--- src/rtl/led_status_sched_pkg.sv ---
// led_pkg: shared constants and types for the LED status scheduler.
//   MODE_*   : 2-bit pattern codes carried per requester on the mode bus
//   state_t  : scheduler FSM state (IDLE = no grant, RUN = one requester owns LED)
//   LEVEL_W  : brightness width fed to the sigma-delta PWM
//   PHASE_W  : pattern phase counter width
//   pick_highest : one-hot of the highest set request bit (bit 3 wins)
package led_pkg;

    localparam int unsigned LEVEL_W = 6;
    localparam int unsigned PHASE_W = 7;
    localparam int unsigned N_REQ   = 4;

    localparam logic [1:0] MODE_OFF     = 2'd0;
    localparam logic [1:0] MODE_SOLID   = 2'd1;
    localparam logic [1:0] MODE_BLINK   = 2'd2;
    localparam logic [1:0] MODE_BREATHE = 2'd3;

    typedef enum logic {
        IDLE = 1'b0,
        RUN  = 1'b1
    } state_t;

    function automatic logic [N_REQ-1:0] pick_highest(input logic [N_REQ-1:0] r);
        logic [N_REQ-1:0] oh;
        oh = '0;
        for (int unsigned i = 0; i < N_REQ; i++) begin
            if (r[i]) begin
                oh    = '0;
                oh[i] = 1'b1;
            end
        end
        return oh;
    endfunction

endpackage

--- src/rtl/led_status_sched_pwm_sd.sv ---
// led_pwm_sd: first-order sigma-delta PWM for the status LED.
//   clk, rst_n : clock, asynchronous active-low reset
//   level      : brightness 0..63
//   led_driver : registered carry of the accumulator; duty = level/64
module led_pwm_sd
    import led_pkg::*;
(
    input  logic               clk,
    input  logic               rst_n,
    input  logic [LEVEL_W-1:0] level,
    output logic               led_driver
);

    logic [LEVEL_W:0] acc;

    // Carry out of the previous sum is dropped before adding again, so the
    // MSB fires exactly level times per 64 cycles.
    always_ff @(posedge clk or negedge rst_n) begin
        if (!rst_n) begin
            acc        <= '0;
            led_driver <= 1'b0;
        end else begin
            acc        <= {1'b0, acc[LEVEL_W-1:0]} + {1'b0, level};
            led_driver <= acc[LEVEL_W];
        end
    end

endmodule

--- src/rtl/led_status_sched.sv ---
// led_status_sched: priority-arbitrated LED status pattern scheduler.
//   TICK_DIV   : clk cycles per pattern tick (2..2^24)
//   clk, rst_n : clock, asynchronous active-low reset
//   req[3:0]   : status requesters, req[3] highest priority
//   mode[7:0]  : per-requester pattern code at mode[2i+1:2i]
//   grant[3:0] : one-hot owner of the LED, zero when idle
//   level[5:0] : registered brightness from the owner's pattern
//   led_driver : PWM drive output
module led_status_sched
    import led_pkg::*;
#(
    parameter int unsigned TICK_DIV = 1000000
) (
    input  logic               clk,
    input  logic               rst_n,
    input  logic [N_REQ-1:0]   req,
    input  logic [2*N_REQ-1:0] mode,
    output logic [N_REQ-1:0]   grant,
    output logic [LEVEL_W-1:0] level,
    output logic               led_driver
);

    localparam int unsigned CNT_W = (TICK_DIV > 1) ? $clog2(TICK_DIV) : 1;

    logic [CNT_W-1:0]   div_cnt;
    logic               tick;
    state_t             state, state_n;
    logic [N_REQ-1:0]   grant_n;
    logic [N_REQ-1:0]   top_req;
    logic [PHASE_W-1:0] phase, phase_n;
    logic [1:0]         gmode;
    logic [LEVEL_W-1:0] level_n;

    // ---------------- tick divider ----------------
    assign tick = (div_cnt == CNT_W'(TICK_DIV - 1));

    always_ff @(posedge clk or negedge rst_n) begin
        if (!rst_n) begin
            div_cnt <= '0;
        end else if (tick) begin
            div_cnt <= '0;
        end else begin
            div_cnt <= div_cnt + CNT_W'(1);
        end
    end

    // ---------------- arbiter / FSM ----------------
    assign top_req = pick_highest(req);

    always_ff @(posedge clk or negedge rst_n) begin
        if (!rst_n) begin
            state <= IDLE;
            grant <= '0;
            phase <= '0;
        end else begin
            state <= state_n;
            grant <= grant_n;
            phase <= phase_n;
        end
    end

    always_comb begin
        state_n = state;
        grant_n = grant;
        phase_n = phase;
        unique case (state)
            IDLE: begin
                if (tick && (req != '0)) begin
                    state_n = RUN;
                    grant_n = top_req;
                    phase_n = '0;
                end
            end
            RUN: begin
                // Release is checked first so it wins over a coincident tick.
                if ((req & grant) == '0) begin
                    state_n = IDLE;
                    grant_n = '0;
                end else if (tick) begin
                    // Both one-hot: a numerically larger vector is a higher
                    // priority requester; equal means the owner stays.
                    if (top_req > grant) begin
                        grant_n = top_req;
                        phase_n = '0;
                    end else begin
                        phase_n = phase + PHASE_W'(1);
                    end
                end
            end
            default: begin
                state_n = IDLE;
                grant_n = '0;
            end
        endcase
    end

    // ---------------- pattern generator ----------------
    always_comb begin
        gmode = MODE_OFF;
        for (int unsigned i = 0; i < N_REQ; i++) begin
            if (grant[i]) begin
                gmode = mode[2*i +: 2];
            end
        end
    end

    always_comb begin
        level_n = '0;
        unique case (gmode)
            MODE_OFF:     level_n = '0;
            MODE_SOLID:   level_n = '1;
            MODE_BLINK:   level_n = phase[5] ? '0 : '1;
            MODE_BREATHE: level_n = phase[6] ? ~phase[5:0] : phase[5:0];
            default:      level_n = '0;
        endcase
    end

    always_ff @(posedge clk or negedge rst_n) begin
        if (!rst_n) begin
            level <= '0;
        end else begin
            level <= level_n;
        end
    end

    // ---------------- PWM ----------------
    led_pwm_sd u_pwm (
        .clk        (clk),
        .rst_n      (rst_n),
        .level      (level),
        .led_driver (led_driver)
    );

endmodule
--- config.mk ---
export PLATFORM = sky130hd
export DESIGN_NAME = led_status_sched
export DESIGN_NICKNAME = d
export VERILOG_FILES = /design/src/rtl/led_status_sched_pkg.sv /design/src/rtl/led_status_sched_pwm_sd.sv /design/src/rtl/led_status_sched.sv
export SDC_FILE = /design/constraint.sdc
export NUM_CORES = 1
export LEC_CHECK = 0
export CAP_MARGIN = 30
export CORE_ASPECT_RATIO = 1.4
export CORE_MARGIN = 5
export CORE_UTILIZATION = 40
export DETAILED_ROUTE_END_ITERATION = 8
export HOLD_SLACK_MARGIN = 0.02
export MAX_ROUTING_LAYER = met4
export PLACE_DENSITY = 0.58
export SYNTH_ARGS = -nofsm -noshare
export SYNTH_HDL_FRONTEND = slang
export SYNTH_SLANG_ARGS = --single-unit
--- constraint.sdc ---
create_clock -name clk -period 2.5 [get_ports clk]
set_clock_uncertainty 0.2 [all_clocks]
set_input_delay 0.625 -clock clk [delete_from_list [all_inputs] [get_ports clk]]
set_output_delay 0.625 -clock clk [all_outputs]
set_load 0.005 [all_outputs]
* Word level (Yosys, flattened, before mapping)
Index checks and enable logic that the tools add are counted.
Word-level totals: flip-flop bits (word level) 46, bits in latches 0, RAM bits 0, memory bits (read-only) 0, bits of input ports 14, output and inout bits 11, word-level logic and storage cells 54, memories 0
Cells by class: add/sub/neg operators 3, multiply operators 0, divide/modulo/power cells 0, $lt $le $gt $ge 1, eq/ne operators 9, shifts and indexed selects 0, mux-type cells 25, bitwise gates (word level) 3, reduce and logical (&&, ||, !) cells 6
Operators by type and width (number):
- $mux 7 | 4
- $pmux 6 s4 | 1
- $add 20x1->20 const B | 1
- $eq 20x20->1 const B | 1
- $mux 20 | 1
- $mux 4 | 5
- $pmux 7 s2 | 1
- $mux 6 | 2
- $mux 2 | 5
- $pmux 4 s2 | 1
- $add 6x6->7 | 1
- $add 7x1->7 const B | 1
- $ne 2x2->1 const B | 3
- $not 6->6 | 1
- $reduce_and 3->1 | 2
- $and 4x4->4 | 1
- $eq 2x2->1 const B | 2
- $gt 4x4->1 | 1
- $logic_not 4->1 | 1
- $reduce_bool 4->1 | 1
- $mux 1 | 3
- $mux 3 | 1
- $ne 3x1->1 const B | 1
- $ne 3x2->1 const B | 1
- other kinds (5) | 5

* Depth between registers and ports, before layout
depth in word-level cells 9, mapped depth 9, gate-level depth less buffers 9

* By module
Synthesis repeated with hierarchy kept, for this count alone.
Unflattened totals: cells, all modules 238, area, all modules 2492.4 sq um
By module, submodules not included:
- led_status_sched | times used 1, cells each 202, area an instance 2049.5 sq um, sequential area each 950.9 sq um
- led_pwm_sd | times used 1, cells each 36, area an instance 442.9 sq um, sequential area each 200.2 sq um

* Worst setup path before layout
OpenSTA, ideal clock, no wires.
path kind input -> register, from input port req[2], to register phase[6], setup time 0.092 ns, arrival time 2.327 ns, required time 2.208 ns, path slack -0.120 ns, stages on the path 9, buffers on the path 1, cell sequence nor2_1 > nand2_1 > inv_1 > ha_1 > nor2b_1 > o2111a_1 > or4_4 > buf_6 > o31ai_2
On the way: word-level cells in the longest chain between the ends 7, elaborated cells between the ends (all ways) 14, classes of those cells 1 x order compare; 2 x eq/ne; 6 x mux; 1 x bitwise; 4 x reduce/logical
Ends and longest elaborated chain:
- from (decl) | RTL line led_status_sched.sv:16 | input logic [N_REQ-1:0] req,
- $mux 3 | RTL line led_status_sched_pkg.sv:27 | if (r[i]) begin
- $mux 4 | RTL line led_status_sched_pkg.sv:27
- $gt 4x4->1 | RTL line led_status_sched.sv:82 | if (top_req > grant) begin
- $mux 7 | RTL line led_status_sched.sv:82
- $mux 7 | RTL line led_status_sched.sv:79 | end else if (tick) begin
- $mux 7 | RTL line led_status_sched.sv:76 | if ((req & grant) == '0) begin
- $pmux 7 s2 | RTL line led_status_sched.sv:66 | unique case (state)
- to (signal assigned) | RTL line led_status_sched.sv:58 | phase <= phase_n;
- to (decl) | RTL line led_status_sched.sv:30 | logic [PHASE_W-1:0] phase, phase_n;
Several ways; a longest one is shown, not always the timed one. The select of a mux whose other input is x is not followed. A chain may end at the register's enable or synchronous reset.

* Worst setup path in the final report
from input port req[1], to register phase[3]
On the way: word-level cells in the longest chain between the ends 8, elaborated cells between the ends (all ways) 15, classes of those cells 1 x order compare; 2 x eq/ne; 7 x mux; 1 x bitwise; 4 x reduce/logical
Ends and longest elaborated chain (RTL line):
- $mux 2 | led_status_sched_pkg.sv:27
- $mux 3 | led_status_sched_pkg.sv:27
- $mux 4 | led_status_sched_pkg.sv:27
- $gt 4x4->1 | led_status_sched.sv:82
- $mux 7 | led_status_sched.sv:82
- $mux 7 | led_status_sched.sv:79
- $mux 7 | led_status_sched.sv:76
- $pmux 7 s2 | led_status_sched.sv:66
Several ways; a longest one is shown, not always the timed one. The select of a mux whose other input is x is not followed.

==> results.toml <==
[route]
postRouteWirelength_um = 5164
postRouteAntennaNets = 0
routed-via-count = 1906
drt_drc_violations_left = 0
route.detailed.vias_per_inst = 5.165
drt_first_iter_violations = 68
detailedRoute.firstPassIterationCount = 4
wl_per_cell_um = 13.99

[die]
die_w_um = 76.73
starting_density_of_the_core = 0.4071
dieArea_um2 = 7935
floorplan.core_area_um2 = 6126
core.rowCount = 34
floorplan.die.height_um = 103.4
boundaryPins = 25

[synth]
yosys_register_bits = 46
synth-async-reset-ratio = 1.000
syn_avg_cell_area_um2 = 10.43
synth-edff-count = 0
ys_seq_area_frac = 0.4616
yosys-top-cells-area = "dfrtp_1, ha_1, xnor2_1"
synth-main-ff-cell = "dfrtp_1"
synth.cell_area_um2 = 2494
synth_nets = 267
synth_top_cell_area_share = 0.4616
synth_warnings = 0
number_of_different_library_cells_in_the_post_synthesis_netlist = 50
yosysTopAreaCell = "dfrtp_1"
netlist_instances = 239

[worst_setup_path]
endpoint_kind = "flop"
ff2ff_path_depth = 6
critical_path.slowest_cell = "or4_4"
cp_num_buf_inv = 1
crit_arrival_ns = 2.45
worst-path-max-fanout = 6
critical_path.cell_chain = "dlygate4sd2_1 -> nand3b_1 -> ha_4 -> a41oi_4 -> or4_4 -> o31ai_2"
r2r-end = "phase[3]"
worst_path_dominant_cell_family = "simple AND/OR/NAND/NOR gates"
r2r_setup_slack_ns = 0.16
r2r_path_start = "grant[3]"
crit_type = "input port to flop"
cp-start-kind = "input port"
timing.critical_path.required_ns = 2.53
worst_path_largest_cell_delay_ns = 0.61

[layout]
final_layout_size_suffix_gt1_frac = 0.2290
total_non_filler_cell_area_in_the_finished_layout_um2 = 3212
synthToLayoutAreaGrowth_pct = 28.80
diode_count = 0
final_cell_count_no_fill = 369
design.final.nets = 324

[clock_network]
post_cts_clock_slew_at_the_launch_and_capture_registers_of_the_worst_setup_and_hold_paths_ns = 0.10
tritoncts = "built"
clk_latency_ns = 0.31
clk_path_buf_depth = 2
hold_fix_buffers_cts = 0
tritoncts.num_buffers = 5
cts.sinks = 46
clock_tree.htree_level_count = 2
clock_tree_root_buffer_cell = "clkbuf_8"

[sta]
timing.final.setup_violations = 0
rsz0062_at_grt = "no"
setup_tns_ns = 0
finalWorstPathRequiredPeriod_ns = 2.424
max_clock_freq_mhz = 412.5
timing_hold_violations_final = 0
worst_slew_pin_slew_ns = 0.5375
fin_crit_sh = 0.9697
maxSlewViolCount = 0
post-route-worst-setup-slack_ns = 0.07565
max_slew_margin = 0.6417

[global_routing]
via_count_of_the_first_global_routing_pass = 2037
grt.total_usage = 0.1462
grt_overflow_total = 0
wire_length_of_the_first_global_routing_pass_um = 9156
antenna_found_initial = 0
grt_max_degree = 25

[placement]
buffer_ports.inserted = 24
dp.cells = 352
detailedPlacementHpwl_um = 3794
dpl-instance-area_um2 = 2993
dp_slack_ns = -0.6639
gp_routability_congestion = 0.7636

[power_and_ir_drop]
p_leak_uw = 0.001406
ir_drop_mv = 0.4489
cellPowerDensity_nw_per_um2 = 534.7

[outcome]
outcome = "finished, final reports clean"

[min_path]
min-delay-path-class = "input port to asynchronous set/reset pin"

[job]
timing.max_cap.violations = 0
## routing by layer
metal | vias up | share of wire | routed length [um] | track usage
met5 | - | 0 | 0 | -
met4 | 0 | 0.018 | 95 | 0.04980
met1 | 903 | 0.41 | 2103 | 0.1564
met2 | 23 | 0.54 | 2806 | 0.2662
met3 | 9 | 0.031 | 159 | 0.03293
li1 | 971 | - | - | -
## kinds of logic (layout without fill, tap and decap cells)
family,after synthesis,count (layout),share of synthesized area
adder cells (fa/ha/maj),14,14,0.07326
XOR/XNOR,24,24,0.08430
flip-flops,46,46,0.4616
buffers and inverters,20,78,0.03361
AND/OR/NAND/NOR,77,77,0.1821
AO/OA/AOI/OAI,56,56,0.1566
multiplexers,2,2,0.008530
## per-stage QoR
stage                     utilization  hold WS [ns]  total power [uW]
after floorplan                     -        0.1294              1101
after global placement         0.4886        0.1380              1239
after detailed placement       0.4886        0.1426              1252
after CTS                      0.5219        0.1071              1741
after global routing           0.5243        0.1227              1835
final                          0.5243       0.08857              1717
## timing repair
item | CTS | global route
pin swaps | 6 | 5
resized for setup | 12 | 8
setup buffers | 9 | 0
cloned | 0 | 0
endpoints found under the setup margin | 11 | 10
## flip-flops by register name, summed over array words and instances (netlist names)
register / flops
u_pwm.acc: 7
grant: 4
state: 1
div_cnt: 20
phase: 7
u_pwm.led_driver: 1
level: 6
## worst reg2reg max path, stage by stage, from the launching register on
cell and delay [ns]:
dfrtp_1 0.45, inv_1 0.15, ha_2 0.35, a21oi_4 0.22
a41oi_4 0.06, or4_4 0.62, o31ai_2 0.22
## cells in the final DEF (no fill, tap or decap), types with 2 or more instances in the layout
cell type and instances:
clkdlybuf4s50_1 19, xor2_1 9, inv_1 15, ha_4 2, nand2b_1 2, nor3_1 3, buf_4 28, o31ai_2 3
xnor2_1 15, nor4_1 4, and3_1 5, o21a_1 3, o21ai_0 13, and4_1 3, clkbuf_2 2, o21bai_1 3
nand4_1 3, o21ai_1 2, ha_1 10, dlygate4sd2_1 2, nand2_1 14, dfrtp_1 46, or3_1 2, clkbuf_8 5
o22ai_1 3, or2_2 2, a21oi_1 13, nor2_1 14, a22oi_1 3, a21o_1 4, clkinvlp_4 2, nor3_2 2
nand3_1 10, nor2b_1 2
## cells in the mapped netlist, types with 2 or more instances
cell type / instances
a21o_1: 4
a21oi_1: 14
a22oi_1: 3
and3_1: 5
and4_1: 3
dfrtp_1: 46
ha_1: 13
inv_1: 16
nand2_1: 15
nand2b_1: 2
nand3_1: 10
nand4_1: 3
nor2_1: 15
nor2b_1: 3
nor3_1: 4
nor4_1: 4
o21a_1: 3
o21ai_0: 14
o21bai_1: 3
o22ai_1: 3
o31ai_2: 3
or2_2: 2
or3_1: 2
xnor2_1: 15
xor2_1: 9
## cell type report
type	count	area, um2
Clock buffer	5	68.82
Clock inverter	3	23.77
Fill cell	589	2914
Inverter	17	63.81
Multi-Input combinational cell	173	1361
Sequential cell	46	1151
Tap cell	72	90.09
Timing Repair Buffer	53	452.9
## power breakdown
group	internal, uW	switching (uW)	total, uW
logic	211	181	392
clock network	200	272	472
registers	825	28.9	854
total	1240	482	1720
## how the worst max path moves through the flow
| stage | slack, ns | start | end | cells after the start |
|---|---|---|---|---|
| after detailed placement | -0.66 | req[3] | grant[2] | 8 |
| after floorplan | -0.04 | req[2] | phase[6] | 9 |
| after global placement | -0.57 | req[3] | grant[2] | 8 |
| after CTS | 0.009 | req[2] | phase[6] | 9 |
| after global routing | 0.02 | req[1] | phase[3] | 6 |
| final | 0.08 | req[1] | phase[3] | 6 |
(Power assumes the default switching activity.)
